--- src/rtl/simple_ppu_bridge_router.sv ---
// Bridge-side transaction router: decodes each bridge access into one of NUM_CH
// address windows, strobes the selected target and waits for its ack, bounded by a timeout.
module simple_ppu_bridge_router #(
  parameter int                   NUM_CH     = 4,
  parameter int                   DATA_W     = 32,
  parameter logic [NUM_CH*32-1:0] CH_BASE    = {32'h50000000, 32'hF8000000, 32'h40000000, 32'h00000000},
  parameter logic [NUM_CH*32-1:0] CH_MASK    = {32'h00000000, 32'h00FFFFFF, 32'h0000FFFF, 32'h03FFFFFF},
  parameter int                   TIMEOUT    = 255,
  parameter logic [DATA_W-1:0]    DEFAULT_RD = '0,
  parameter logic [DATA_W-1:0]    TIMEOUT_RD = 32'hDEADBEEF
) (
  input  logic                     clk,
  input  logic                     reset,
  input  logic [31:0]              bridge_addr,
  input  logic                     bridge_rd,
  input  logic                     bridge_wr,
  input  logic [DATA_W-1:0]        bridge_wr_data,
  output logic [DATA_W-1:0]        bridge_rd_data,
  output logic                     busy,
  output logic [NUM_CH-1:0]        ch_rd,
  output logic [NUM_CH-1:0]        ch_wr,
  output logic [31:0]              ch_addr,
  output logic [DATA_W-1:0]        ch_wr_data,
  input  logic [NUM_CH*DATA_W-1:0] ch_rd_data,
  input  logic [NUM_CH-1:0]        ch_ack,
  output logic [15:0]              err_unmapped,
  output logic [15:0]              err_timeout,
  output logic [15:0]              err_overrun,
  output logic [31:0]              last_err_addr
);

  localparam int         SEL_W  = (NUM_CH > 1) ? $clog2(NUM_CH) : 1;
  localparam logic [7:0] TO_LIM = 8'(TIMEOUT);

  typedef enum logic [1:0] {IDLE = 2'd0, ISSUE = 2'd1, WAIT = 2'd2} state_t;

  state_t            state, state_d;
  logic [SEL_W-1:0]  sel, dec_sel;
  logic              hit;
  logic [31:0]       dec_mask;
  logic              op_wr;
  logic [31:0]       lat_addr;
  logic [7:0]        to_cnt;
  logic [NUM_CH-1:0] sel_oh;
  logic              req, ack_sel;
  logic              accept, ack_done, to_done, overrun, unmapped;
  logic [DATA_W-1:0] sel_rd_data;

  // Requests are single-cycle pulses sampled only in IDLE; a target completes by
  // raising its own ch_ack bit with ch_rd_data valid in that same cycle.
  assign req         = bridge_rd | bridge_wr;
  assign ack_sel     = ch_ack[sel];
  assign sel_rd_data = ch_rd_data[DATA_W*sel +: DATA_W];
  assign busy        = (state != IDLE);
  assign ch_rd       = (state == ISSUE && !op_wr) ? sel_oh : '0;
  assign ch_wr       = (state == ISSUE &&  op_wr) ? sel_oh : '0;

  // Walk downwards so the lowest matching window is the one left standing.
  always_comb begin
    hit      = 1'b0;
    dec_sel  = '0;
    dec_mask = '0;
    for (int i = NUM_CH - 1; i >= 0; i--) begin
      if ((bridge_addr & ~CH_MASK[32*i +: 32]) == (CH_BASE[32*i +: 32] & ~CH_MASK[32*i +: 32])) begin
        hit      = 1'b1;
        dec_sel  = i[SEL_W-1:0];
        dec_mask = CH_MASK[32*i +: 32];
      end
    end
  end

  always_comb begin
    for (int i = 0; i < NUM_CH; i++) begin
      sel_oh[i] = (sel == i[SEL_W-1:0]);
    end
  end

  always_comb begin
    state_d  = state;
    accept   = 1'b0;
    ack_done = 1'b0;
    to_done  = 1'b0;
    overrun  = 1'b0;
    unmapped = 1'b0;
    case (state)
      IDLE: begin
        if (req) begin
          overrun = bridge_rd & bridge_wr;
          if (hit) begin
            accept  = 1'b1;
            state_d = ISSUE;
          end else begin
            unmapped = 1'b1;
          end
        end
      end
      ISSUE: begin
        overrun = req;
        if (ack_sel) begin
          ack_done = 1'b1;
          state_d  = IDLE;
        end else begin
          state_d = WAIT;
        end
      end
      WAIT: begin
        overrun = req;
        if (ack_sel) begin
          ack_done = 1'b1;
          state_d  = IDLE;
        end else if ((to_cnt + 8'd1) == TO_LIM) begin
          to_done = 1'b1;
          state_d = IDLE;
        end
      end
      default: state_d = IDLE;
    endcase
  end

  always_ff @(posedge clk) begin
    if (reset) begin
      state          <= IDLE;
      sel            <= '0;
      op_wr          <= 1'b0;
      lat_addr       <= '0;
      ch_addr        <= '0;
      ch_wr_data     <= '0;
      to_cnt         <= '0;
      bridge_rd_data <= '0;
      err_unmapped   <= '0;
      err_timeout    <= '0;
      err_overrun    <= '0;
      last_err_addr  <= '0;
    end else begin
      state <= state_d;
      if (accept) begin
        sel        <= dec_sel;
        op_wr      <= bridge_wr;
        lat_addr   <= bridge_addr;
        ch_addr    <= bridge_addr & dec_mask;
        ch_wr_data <= bridge_wr_data;
      end
      if (state == ISSUE) begin
        to_cnt <= '0;
      end else if (state == WAIT) begin
        to_cnt <= to_cnt + 8'd1;
      end
      if (ack_done && !op_wr) begin
        bridge_rd_data <= sel_rd_data;
      end else if (to_done && !op_wr) begin
        bridge_rd_data <= TIMEOUT_RD;
      end else if (unmapped && !bridge_wr) begin
        bridge_rd_data <= DEFAULT_RD;
      end
      if (unmapped && err_unmapped != 16'hFFFF) err_unmapped <= err_unmapped + 16'd1;
      if (to_done  && err_timeout  != 16'hFFFF) err_timeout  <= err_timeout  + 16'd1;
      if (overrun  && err_overrun  != 16'hFFFF) err_overrun  <= err_overrun  + 16'd1;
      // A dropped request is newer than the transaction timing out under it.
      if (overrun || unmapped) begin
        last_err_addr <= bridge_addr;
      end else if (to_done) begin
        last_err_addr <= lat_addr;
      end
    end
  end

endmodule

--- config.mk ---
export PLATFORM = sky130hd
export DESIGN_NAME = simple_ppu_bridge_router
export DESIGN_NICKNAME = d
export VERILOG_FILES = /design/src/rtl/simple_ppu_bridge_router.sv
export SDC_FILE = /design/constraint.sdc
export NUM_CORES = 1
export LEC_CHECK = 0
export CORE_ASPECT_RATIO = 0.75
export CORE_MARGIN = 2
export CORE_UTILIZATION = 39
export DETAILED_ROUTE_END_ITERATION = 6
export HOLD_SLACK_MARGIN = 0.08
export PLACE_DENSITY = 0.78
export RECOVER_POWER = 50
export SETUP_SLACK_MARGIN = 0.02
export SYNTH_ARGS = -nofsm -noshare
export SYNTH_HDL_FRONTEND = slang
export SYNTH_SLANG_ARGS = --single-unit
--- constraint.sdc ---
create_clock -name clk -period 2.2 [get_ports clk]
set_input_delay 0.44 -clock clk [delete_from_list [all_inputs] [get_ports clk]]
set_output_delay 0.44 -clock clk [all_outputs]
set_load 0.02 [all_outputs]
After elaboration in Yosys (flattened, before gate mapping):

Index checks and enable logic that the tools add are counted.

* $add $sub $neg: 4
* magnitude comparators: 1
* equal/unequal tests: 15
* shift-type cells: 1
* multiplexer cells: 39
* bitwise operators: 3
* reductions and logical operators: 20

Operators by type and width (number)
* 32-bit 2-to-1 mux: 7
* 128-bit by 8-bit variable part select with 32-bit output: 1
* 16-bit by 1-bit adder with 16-bit output (second input constant): 3
* 16-bit inequality test (second input constant): 3
* 32-bit bitwise AND: 1
* 32-bit by 31-bit equality test with 1-bit output (second input constant): 1
* 32-bit logical NOT: 1
* 24-bit 2-to-1 mux: 1
* 2-bit 2-to-1 mux: 9
* 1-bit 2-to-1 mux: 17
* 16-bit by 15-bit equality test with 1-bit output (second input constant): 1
* 8-bit equality test (second input constant): 2
* 8-bit by 1-bit adder with 8-bit output (second input constant): 1
* 1-bit logical AND: 8
* 4-bit 2-to-1 mux: 2
* 2-bit equality test (second input constant): 3
* 2-bit one-hot mux with 3 select lines: 1
* 2-bit by 1-bit equality test with 1-bit output (second input constant): 2
* 2-bit logical NOT: 2
* 2-bit inequality test (second input constant): 2
* 2-bit nonzero test: 2
* 2-bit OR reduction: 2
* 2-bit by 3-bit less-than comparator with 1-bit output (second input constant): 1
* 3-bit inequality test (second input constant): 1
* other kinds (8): 9

* register bits after elaboration: 221
* bits of input ports: 200
* output and inout port bits: 185
* word-level logic and storage cells: 95

Longest topological paths before layout:

Gate-level depths: netlist of the first run.

* depth after elaboration: 12
* depth in mapped cells: 10
* gate-level depth less buffers: 8

Worst setup path after synthesis of the first run:

No wires, ideal clock.

* path kind: register to register
* from: reg to_cnt[0]
* to: reg err_timeout[10]
* arrival time: 2107 ps
* required time: 2077 ps
* path slack: -30 ps
* cell stages (with the launch flop): 10
* path through: dfxtp_1 ha_1 buf_2 and3b_1 nand4b_1 a32oi_2 and3_1 buf_4 and3_1 mux2_1

* longest elaborated chain between the ends: 6

Ends and longest elaborated chain
* from (decl): RTL line 43 `logic [7:0] to_cnt;`
* from (signal assigned): RTL line 146 `to_cnt <= to_cnt + 8'd1;`
* 8-bit by 1-bit adder with 8-bit output: RTL line 111 `end else if ((to_cnt + 8'd1) == TO_LIM) begin`
* 8-bit equality test: RTL line 111
* 1-bit 2-to-1 mux: RTL line 111
* 1-bit 2-to-1 mux: RTL line 108 `if (ack_sel) begin`
* 1-bit 2-to-1 mux: RTL line 85 `case (state)`
* 1-bit logical AND: RTL line 156 `if (to_done && err_timeout != 16'hFFFF) err_timeout <= err_timeout + 16'd1;`
* to (signal assigned): RTL line 156
* to (decl): RTL line 27 `output logic [15:0] err_timeout,`

Every way passes these cells.
A chain may end at the register's enable or synchronous reset.

Worst setup path after layout of the first run:

* from: reg to_cnt[0]
* to: reg bridge_rd_data[9]

* longest elaborated chain between the ends: 8
* elaborated cells between the ends (all ways): 9

Ends and longest elaborated chain
* 8-bit by 1-bit adder with 8-bit output (*): RTL line 111
* 8-bit equality test (*): RTL line 111
* 1-bit 2-to-1 mux (*): RTL line 111
* 1-bit 2-to-1 mux (*): RTL line 108
* 1-bit 2-to-1 mux (*): RTL line 85
* 1-bit logical AND (*): RTL line 150 `end else if (to_done && !op_wr) begin`
* 32-bit 2-to-1 mux: RTL line 150
* 32-bit 2-to-1 mux: RTL line 148 `if (ack_done && !op_wr) begin`
* to (signal assigned): RTL line 149 `bridge_rd_data <= sel_rd_data;`
* to (decl): RTL line 18 `output logic [DATA_W-1:0] bridge_rd_data,`

Every way passes the cells marked *; elsewhere a longest branch is shown, timed or not.

==> results of run 1 <==
## layer usage
metal | routed length (µm) | part of all wire
met3 | 3450 | 0.099
met4 | 706 | 0.020
met2 | 15800 | 0.45
met1 | 14700 | 0.43
met5 | 7 | 0.00020
## power by group through the flow
stage	clock, mW	combinational [mW]	sequential, mW
floorplan	0	0.286	4.17
global placement	0	0.997	4.09
detailed placement	0	1.01	4.09
CTS	4.03	1.02	4.01
global route	4.21	1.13	4.02
finish	3.95	1.07	4.01
## what timing repair did
action	in CTS	in global routing
buffers inserted	4	7
setup endpoints to repair	39	168
gates resized for setup	38	78
gates cloned	0	9
pin swaps	2	12
## final cells by class
cell class                      instances  share of cell area
Inverter                               10             0.00243
Clock inverter                          6             0.00566
Clock buffer                           34              0.0437
Antenna cell                            2            0.000323
Multi-Input combinational cell        779               0.329
Sequential cell                       215               0.279
Timing Repair Buffer                  483               0.314
Tap cell                              331              0.0268
## through the flow
stage	instance area, µm²	power, mW	TNS, ns
floorplan	9570	4.45	0
global placement	14200	5.09	-80.82
detailed placement	14200	5.11	-86.75
CTS	15000	9.06	0
global route	15500	9.36	-0.793
finish	15500	9.04	0
## path summary, 6_finish.rpt
| kind | start | endpoint | slack (ns) |
|---|---|---|---|
| max | to_cnt[0] | bridge_rd_data[9] | 0.05 |
| min | reset | err_unmapped[5] | 0.23 |
| min reg2reg | ch_addr[7] | ch_addr[7] | 0.45 |
| max reg2reg | to_cnt[0] | bridge_rd_data[9] | 0.05 |
## flip-flops by register name (all words and copies together) (netlist names)
| register | count |
|---|---|
| err_overrun | 16 |
| ch_wr_data | 32 |
| op_wr | 1 |
| err_timeout | 16 |
| ch_addr | 26 |
| state | 2 |
| last_err_addr | 32 |
| to_cnt | 8 |
| err_unmapped | 16 |
| lat_addr | 32 |
| bridge_rd_data | 32 |
| sel | 2 |
## cells in the final DEF (no fill, tap or decap), types with 5 or more instances in the layout
master and instances:
a21oi_1 114, a22o_1 8, a22oi_1 25, a31oi_1 32, and3_1 13, buf_12 13, buf_2 5, buf_4 79
buf_6 6, clkbuf_1 5, clkbuf_16 30, clkbuf_8 6, clkdlybuf4s50_1 364, conb_1 6, dfxtp_1 207, dfxtp_2 8
ha_1 6, inv_1 9, mux4_2 33, nand2_1 248, nand2_2 17, nand2b_1 5, nand3_1 20, nand4_1 16
nand4b_1 7, nor2_1 47, nor2b_1 5, nor4_1 6, o21ai_0 18, o21ai_1 24, or3_1 8, xnor2_1 10
xor2_1 18
## worst max-delay path, delay by kind of cell, from the launching register on
| family | cells | cell delay, ns |
|---|---|---|
| DFF | 1 | 0.34 |
| and+or+nand+nor | 5 | 0.99 |
| adders and majority gates | 1 | 0.16 |
| AOI/OAI and AO/OA | 1 | 0.25 |
| buffers and inverters | 2 | 0.35 |
## cell families (layout without fill, tap and decap cells)
group                    count (synthesis)  in the layout  synth area share
other                                    1              8          0.000393
adder cells (fa/ha/maj)                  9              9            0.0118
AO/OA/AOI/OAI                          250            250             0.158
AND/OR/NAND/NOR                        445            446             0.218
buffers and inverters                   94            533            0.0490
flip-flops                             215            215             0.451
multiplexers                            40             40            0.0862
XOR/XNOR                                28             28            0.0257
==> flow_summary_export.csv, run 1 <==
group,metric,value,unit
timing,hold_viol,0,
floorplan,fp.dieW,185,µm
yosys,yosys.area.top_type,"dfxtp_1",
global_routing,grt_start_max_net_pins,81,
route,viasPerCell,5.34,
yosys,synth.most_common_cell,"nand2_1",
route,dr_total_vias,9929,
clocking,clk_pin_slew,0.06,ns
yosys,synth.cell_area,0.00955,mm²
pwr,seqPwrFrac,0.444,
global_routing,grtUsageMet1,0.332,
clocking,h-tree-depth,1,
clocking,worstSkewPairLatency,0.52,ns
pwr,switchingPower,2.10,mW
clocking,cts-root-buf,"clkbuf_16",
route,wl,34700,µm
floorplan,dieArea,0.0258,mm²
yosys,ys_ff_latch,215,
timing,worstMarginPinSlew,0.902,ns
finish,stdcell_count,1860,
setup_path,start_kind,"register",
global_routing,antenna_found_initial,3,
yosys,synth-main-ff-cell,"dfxtp_1",
hold_path,min_path_cells,2,
timing,post-route-period-util,0.978,
route,drtIter0Drc,799,
global_routing,grt_util_all_layers,0.246,
yosys,synthTopCellsByCount,"nand2_1, dfxtp_1, a21oi_1, nor2_1, clkbuf_1",
route,drc_errors,0,
clocking,cts_sinks,215,
finish,nets,1721,
global_routing,use_met3,0.0866,
timing,fin_ws,0.0484,ns
yosys,synth_edf_count,0,
placed_design,place_hpwl,24500,µm
placed_design,pre_cts_ws,-0.549,ns
yosys,ys_seq_area_frac,0.451,
yosys,synth.top_cell.area_share,0.451,
clocking,cts_hold_buf,0,
floorplan,rows,49,
setup_path,crit_type,"register to register",
pwr,internal-power,6.94,mW
global_routing,first_global_vias,9327,
run_status,outcome,"finished clean",
yosys,yosysWarnings,0,
timing,report.final.slew_viol_count,0,
finish,n_fill_cell,1979,
placed_design,place_inst,1798,
pwr,clkPwrFrac,0.438,
route,ant_nets,0,
finish,fin_util,0.644,
hold_path,hp-class,"input port to register",
setup_path,endpoint_kind,"register",
global_routing,gr-total-overflow,0,
setup_path,worst-r2r-cell-count,9,
job,cap_violations,0,
timing,finalCriticalPeriod,2.15,ns
yosys,syn_avg_cell_area,8.82,µm²
yosys,synth_cell_types,71,
floorplan,core,0.0240,mm²
global_routing,busiest_layer,"met2",
timing,grt_setup_unrepaired,"true",
placed_design,portBuffers,378,
timing,fin_skew,0.0226,ns
timing,max_freq,0.465,GHz
yosys,synthCells,1082,
setup_path,crit_chain,"ha_4, and3b_2, nand4b_1, a32oi_2, nand3_2, buf_6, or3_4, clkbuf_16, nand2_2",
setup_path,crit_slowest_cell,"or3_4",
setup_path,cp.arrival,2.60,ns
pwr,worst_ir_drop_vdd,0.000547,V
pwr,switching_share,0.232,
clocking,cts_buffers,23,
yosys,synthTopCellsByArea,"dfxtp_1, nand2_1, mux4_2",
clocking,clock_path_buffers,3,
pwr,powerDensity,584,mW/mm²
timing,whs,0.231,ns
pwr,comb_power_share,0.119,
route,wl_per_cell,18.6,µm
timing,setup_viol,0,
finish,multi_input_area,0.00508,mm²
setup_path,cp_max_fo,6,
pwr,leakage,5.64,nW
timing,slew-limit-headroom,0.399,
setup_path,cp.required,2.65,ns
floorplan,chipHeight,140,µm
floorplan,ios,385,
yosys,synth-async-reset-ratio,0,
finish,syn_to_final_growth,62.1,%
finish,drive_gt1_frac,0.175,
global_routing,grt_pass1_wl,50800,µm
finish,seqCellArea,0.00431,mm²
clocking,cts_tree,"yes",
global_routing,grt_util_met2,0.384,
route,dr.pass1.iters,5,
setup_path,slowest_delay,0.39,ns
placed_design,gp_congestion,0.920,
floorplan,initial_utilization,0.397,
Note: power is estimated with default switching activity, not from simulation.
==> run 2, diff against run 1 <==
--- a/config.mk
+++ b/config.mk
@@ -5,14 +5,14 @@
 export SDC_FILE = /design/constraint.sdc
 export NUM_CORES = 1
 export LEC_CHECK = 0
-export CORE_ASPECT_RATIO = 0.75
-export CORE_MARGIN = 2
+export CORE_MARGIN = 4
 export CORE_UTILIZATION = 39
 export DETAILED_ROUTE_END_ITERATION = 6
 export HOLD_SLACK_MARGIN = 0.08
 export PLACE_DENSITY = 0.78
 export RECOVER_POWER = 50
 export SETUP_SLACK_MARGIN = 0.02
+export SLEW_MARGIN = 40
 export SYNTH_ARGS = -nofsm -noshare
 export SYNTH_HDL_FRONTEND = slang
 export SYNTH_SLANG_ARGS = --single-unit
==> run 2 against run 1 <==
- final area shrank 1.1%
- hold slack gained 0.13 ns
- sequential share of layout area grew 0.33 points
- clock-buffer cell count grew 3
- die area grew 5.0%
==> flow_summary_export.csv, run 2 (synthesis results as in run 1) <==
group,metric,value,unit
global_routing,first_global_vias,9680,
placed_design,place_hpwl,26100,µm
global_routing,gr-total-overflow,0,
floorplan,rows,56,
pwr,comb_power_share,0.112,
route,viasPerCell,5.29,
clocking,cts_sinks,215,
setup_path,cp_max_fo,8,
timing,fin_setup_tns,0,ns
setup_path,cp.arrival,2.61,ns
floorplan,chipHeight,164,µm
pwr,leakage,6.07,nW
setup_path,endpoint_kind,"register",
route,dr.pass1.iters,5,
finish,syn_to_final_growth,60.4,%
timing,fin_skew,0.0110,ns
clocking,clock_path_buffers,3,
route,wl,35100,µm
route,ant_nets,0,
route,wl_per_cell,19.0,µm
global_routing,grt_start_max_net_pins,90,
finish,layout_commonest_cell,"nand2_1",
finish,fin_util,0.645,
timing,post-route-period-util,0.975,
job,cap_violations,0,
run_status,outcome,"finished clean",
floorplan,ios,385,
timing,grt_setup_unrepaired,"true",
finish,drive_gt1_frac,0.160,
floorplan,initial_utilization,0.402,
timing,hold_viol,0,
finish,nets,1715,
pwr,internal-power,7.08,mW
clocking,h-tree-depth,1,
clocking,clk_pin_slew,0.06,ns
clocking,cts_tree,"yes",
timing,slew-limit-headroom,0.539,
pwr,clkPwrFrac,0.453,
global_routing,grt_util_all_layers,0.242,
timing,report.final.slew_viol_count,0,
route,drc_errors,0,
setup_path,crit_type,"input port to register",
placed_design,gp_congestion,0.854,
clocking,worstSkewPairLatency,0.53,ns
placed_design,portBuffers,378,
finish,final_cell_mix,"nand2_1, clkdlybuf4s50_1, dfxtp_1, dlygate4sd3_1, a21oi_1",
pwr,switchingPower,2.13,mW
setup_path,start_kind,"input port",
clocking,cts_buffers,25,
timing,finalCriticalPeriod,2.14,ns
floorplan,core,0.0238,mm²
route,drtIter0Drc,689,
timing,max_freq,0.466,GHz
pwr,seqPwrFrac,0.435,
clocking,cts-root-buf,"clkbuf_16",
hold_path,hp-class,"input port to register",
floorplan,fp.dieW,164,µm
route,dr_total_vias,9773,
setup_path,cp.required,2.66,ns
pwr,powerDensity,602,mW/mm²
timing,worstMarginPinSlew,0.691,ns
clocking,cts_hold_buf,0,
floorplan,dieArea,0.0270,mm²
global_routing,grt_pass1_wl,52400,µm
global_routing,antenna_found_initial,8,
setup_path,r2r_slack,0.06,ns
timing,setup_viol,0,
pwr,worst_ir_drop_vdd,0.000568,V
pwr,switching_share,0.231,
-- run 2: cell count changes in the layout (fill, tap and decap cells not counted), sizes merged, moves of 2 or more --
cell           before  now
clkdlybuf4s50     364  208
diode               2    4
buf               104   98
clkdlybuf4s15       1    3
dlygate4sd3         0  155
-- run 2: metrics by stage --
step | instances | setup WS [ns] | hold WS (ns) | power [mW] | instance area (µm²)
2_1_floorplan | 1087 | 0.0210 | 0.437 | 4.45 | 9570
3_3_place_gp | 1794 | -0.507 | 0.440 | 5.12 | 14200
3_5_place_dp | 1794 | -0.594 | 0.447 | 5.13 | 14200
4_1_cts | 1838 | -0.0164 | 0.354 | 9.31 | 15100
5_1_grt | 1846 | 0.00243 | 0.381 | 9.51 | 15300
6_report | 1846 | 0.0551 | 0.366 | 9.21 | 15300
-- run 2: layout make-up --
type                            count  area [µm²]
Inverter                           10        37.5
Sequential cell                   215        4320
Clock buffer                       37         731
Timing Repair Buffer              476        4680
Multi-Input combinational cell    778        5030
Clock inverter                      7         103
Antenna cell                        4        10.0
Fill cell                        1885        8440
Tap cell                          319         399
-- run 2: metal layers --
metal,global-route usage,vias to the layer above,part of all wire
met4,0.0828,4,0.042
met3,0.0749,80,0.096
met2,0.435,400,0.50
li1,-,4697,-
met1,0.271,4592,0.36
met5,0,-,0.00088
-- run 2: worst max-delay path: stages --
cell and delay (ns):
clkdlybuf4s50_1 0.49, or4_4 0.57, o311ai_4 0.35, o311a_2 0.29, o21a_2 0.18, buf_12 0.13, a22o_1 0.15
-- run 2: final timing paths --
kind	cells past startpoint	start	endpoint
worst max-delay path	7	bridge_addr[26]	bridge_rd_data[17]
worst min-delay path	3	bridge_addr[31]	last_err_addr[31]
worst max register to register	6	sel[0]	err_timeout[10]
worst min register to register	2	ch_wr_data[3]	ch_wr_data[3]
-- run 2: power by group through the flow --
stage               clock [mW]  sequential [mW]  combinational (mW)
finish                    4.17             4.01                1.04
global route              4.40             4.01                1.10
CTS                       4.25             4.01                1.05
detailed placement           0             4.09                1.04
global placement             0             4.09                1.02
floorplan                    0             4.17               0.286
-- run 2: what timing repair did --
action,CTS,global route
endpoints found under the setup margin,50,149
pin swaps,1,8
resized for setup,41,54
setup buffers,0,3
cloned,0,1
==> run 3, diff against run 2 <==
--- a/config.mk
+++ b/config.mk
@@ -16,3 +16,4 @@
 export SYNTH_ARGS = -nofsm -noshare
 export SYNTH_HDL_FRONTEND = slang
 export SYNTH_SLANG_ARGS = --single-unit
+export TNS_END_PERCENT = 50
==> run 3 against run 2 <==
- critical path depth stayed put
- die area stayed put
- combinational power hardly changed
- non-clock buffer count stayed put
- clock skew is 0.0015 ns lower
- sequential power hardly changed
- highest routed layer unchanged
- wire length is 0.21% lower
- via count is 0.15% higher
- maximum frequency hardly changed
- global-route usage stayed put
- worst setup slack worse by 0.0021 ns
- clock power hardly changed
==> flow_summary_export.csv, run 3 (synthesis results as in run 1) <==
group,metric,value,unit
run_status,outcome,"finished clean",
setup_path,r2r_slack,0.06,ns
finish,nets,1715,
timing,post-route-period-util,0.976,
global_routing,grt_pass1_wl,52400,µm
timing,report.final.slew_viol_count,0,
floorplan,initial_utilization,0.402,
timing,hold_viol,0,
timing,max_freq,0.466,GHz
timing,fin_ws,0.0530,ns
setup_path,start_kind,"input port",
clocking,clk_pin_slew,0.06,ns
clocking,cts_sinks,215,
setup_path,critPathLaunch,"bridge_addr[26]",
route,ant_nets,0,
global_routing,grt_start_max_net_pins,90,
pwr,leakage,6.07,nW
clocking,h-tree-depth,1,
clocking,cts_hold_buf,0,
hold_path,min_path_cells,3,
route,wl_per_cell,19.0,µm
timing,finalCriticalPeriod,2.15,ns
global_routing,gr-total-overflow,0,
setup_path,cp.arrival,2.61,ns
finish,syn_to_final_growth,60.3,%
finish,fin_util,0.644,
finish,n_fill_cell,1886,
setup_path,r2r_start,"sel[0]",
setup_path,worst-r2r-cell-count,6,
timing,slew-limit-headroom,0.539,
floorplan,rows,56,
job,cap_violations,0,
hold_path,hold_path_end,"last_err_addr[31]",
route,dr.pass1.iters,4,
global_routing,grt_util_all_layers,0.242,
setup_path,endpoint_kind,"register",
placed_design,portBuffers,378,
finish,multi_input_area,0.00503,mm²
route,drtIter0Drc,663,
route,viasPerCell,5.30,
floorplan,fp.dieW,164,µm
pwr,worst_ir_drop_vdd,0.000567,V
floorplan,ios,385,
timing,fin_setup_tns,0,ns
setup_path,r2r-end,"err_timeout[10]",
floorplan,core,0.0238,mm²
placed_design,gp_congestion,0.854,
route,dr_total_vias,9788,
placed_design,pre_cts_ws,-0.594,ns
clocking,cts-root-buf,"clkbuf_16",
global_routing,antenna_found_initial,8,
hold_path,hold_start,"bridge_addr[31]",
finish,final_cell_mix,"nand2_1, clkdlybuf4s50_1, dfxtp_1, dlygate4sd3_1, a21oi_1",
timing,grt_setup_unrepaired,"true",
route,drc_errors,0,
setup_path,cp.required,2.66,ns
timing,worstMarginPinSlew,0.692,ns
finish,seqCellArea,0.00432,mm²
clocking,worstSkewPairLatency,0.53,ns
floorplan,chipHeight,164,µm
floorplan,dieArea,0.0270,mm²
setup_path,cp_max_fo,8,
finish,drive_gt1_frac,0.160,
timing,fin_skew,0.00951,ns
clocking,cts_buffers,25,
clocking,cts_tree,"yes",
hold_path,hp-class,"input port to register",
placed_design,place_hpwl,26100,µm
route,wl,35000,µm
clocking,clock_path_buffers,3,
setup_path,crit_type,"input port to register",
pwr,powerDensity,602,mW/mm²
global_routing,first_global_vias,9680,
finish,layout_commonest_cell,"nand2_1",
timing,setup_viol,0,
-- run 3: per-stage QoR --
step / total power [mW] / area, µm² / std cells / hold slack (ns)
4_1_cts: 9.31 / 15100 / 1838 / 0.354
5_1_grt: 9.51 / 15300 / 1846 / 0.381
3_3_place_gp: 5.12 / 14200 / 1794 / 0.440
2_1_floorplan: 4.45 / 9570 / 1087 / 0.437
3_5_place_dp: 5.13 / 14200 / 1794 / 0.447
6_report: 9.21 / 15300 / 1846 / 0.365
-- run 3: layout make-up --
| class | count | area share |
|---|---|---|
| Antenna cell | 4 | 0.000654 |
| Clock buffer | 37 | 0.0477 |
| Multi-Input combinational cell | 778 | 0.328 |
| Tap cell | 319 | 0.0261 |
| Sequential cell | 215 | 0.282 |
| Timing Repair Buffer | 476 | 0.306 |
| Clock inverter | 7 | 0.00670 |
| Inverter | 10 | 0.00245 |
-- run 3: per-layer routing --
metal / GRT usage / up-vias / wire length (µm)
met3: 0.0749 / 82 / 3390
li1: - / 4696 / -
met5: 0 / - / 31
met4: 0.0828 / 4 / 1460
met1: 0.271 / 4600 / 12600
met2: 0.435 / 406 / 17500
-- run 3: critical path, cell delays in order --
cell	delay, ns
clkdlybuf4s50_1	0.49
or4_4	0.57
o311ai_4	0.36
o311a_2	0.29
o21a_2	0.18
buf_12	0.13
a22o_1	0.15
-- run 3: repair_timing --
| action | CTS | global route |
|---|---|---|
| gates cloned | 0 | 1 |
| pin swaps | 1 | 8 |
| resized for setup | 41 | 53 |
| setup buffers | 0 | 3 |
| setup endpoints to repair | 50 | 149 |
-- run 3: worst max path at each step --
stage / to / slack [ns]
2_1_floorplan: err_unmapped[13] / 0.02
3_3_place_gp: err_unmapped[8] / -0.51
3_5_place_dp: last_err_addr[30] / -0.59
4_1_cts: ch_wr[3] / -0.02
5_1_grt: ch_addr[16] / 0.002
6_report: bridge_rd_data[17] / 0.05
-- run 3: power by group --
part | switching [mW] | internal (mW) | total (mW)
Combinational | 0.450 | 0.585 | 1.04
Clock | 1.63 | 2.53 | 4.17
Sequential | 0.0417 | 3.96 | 4.01
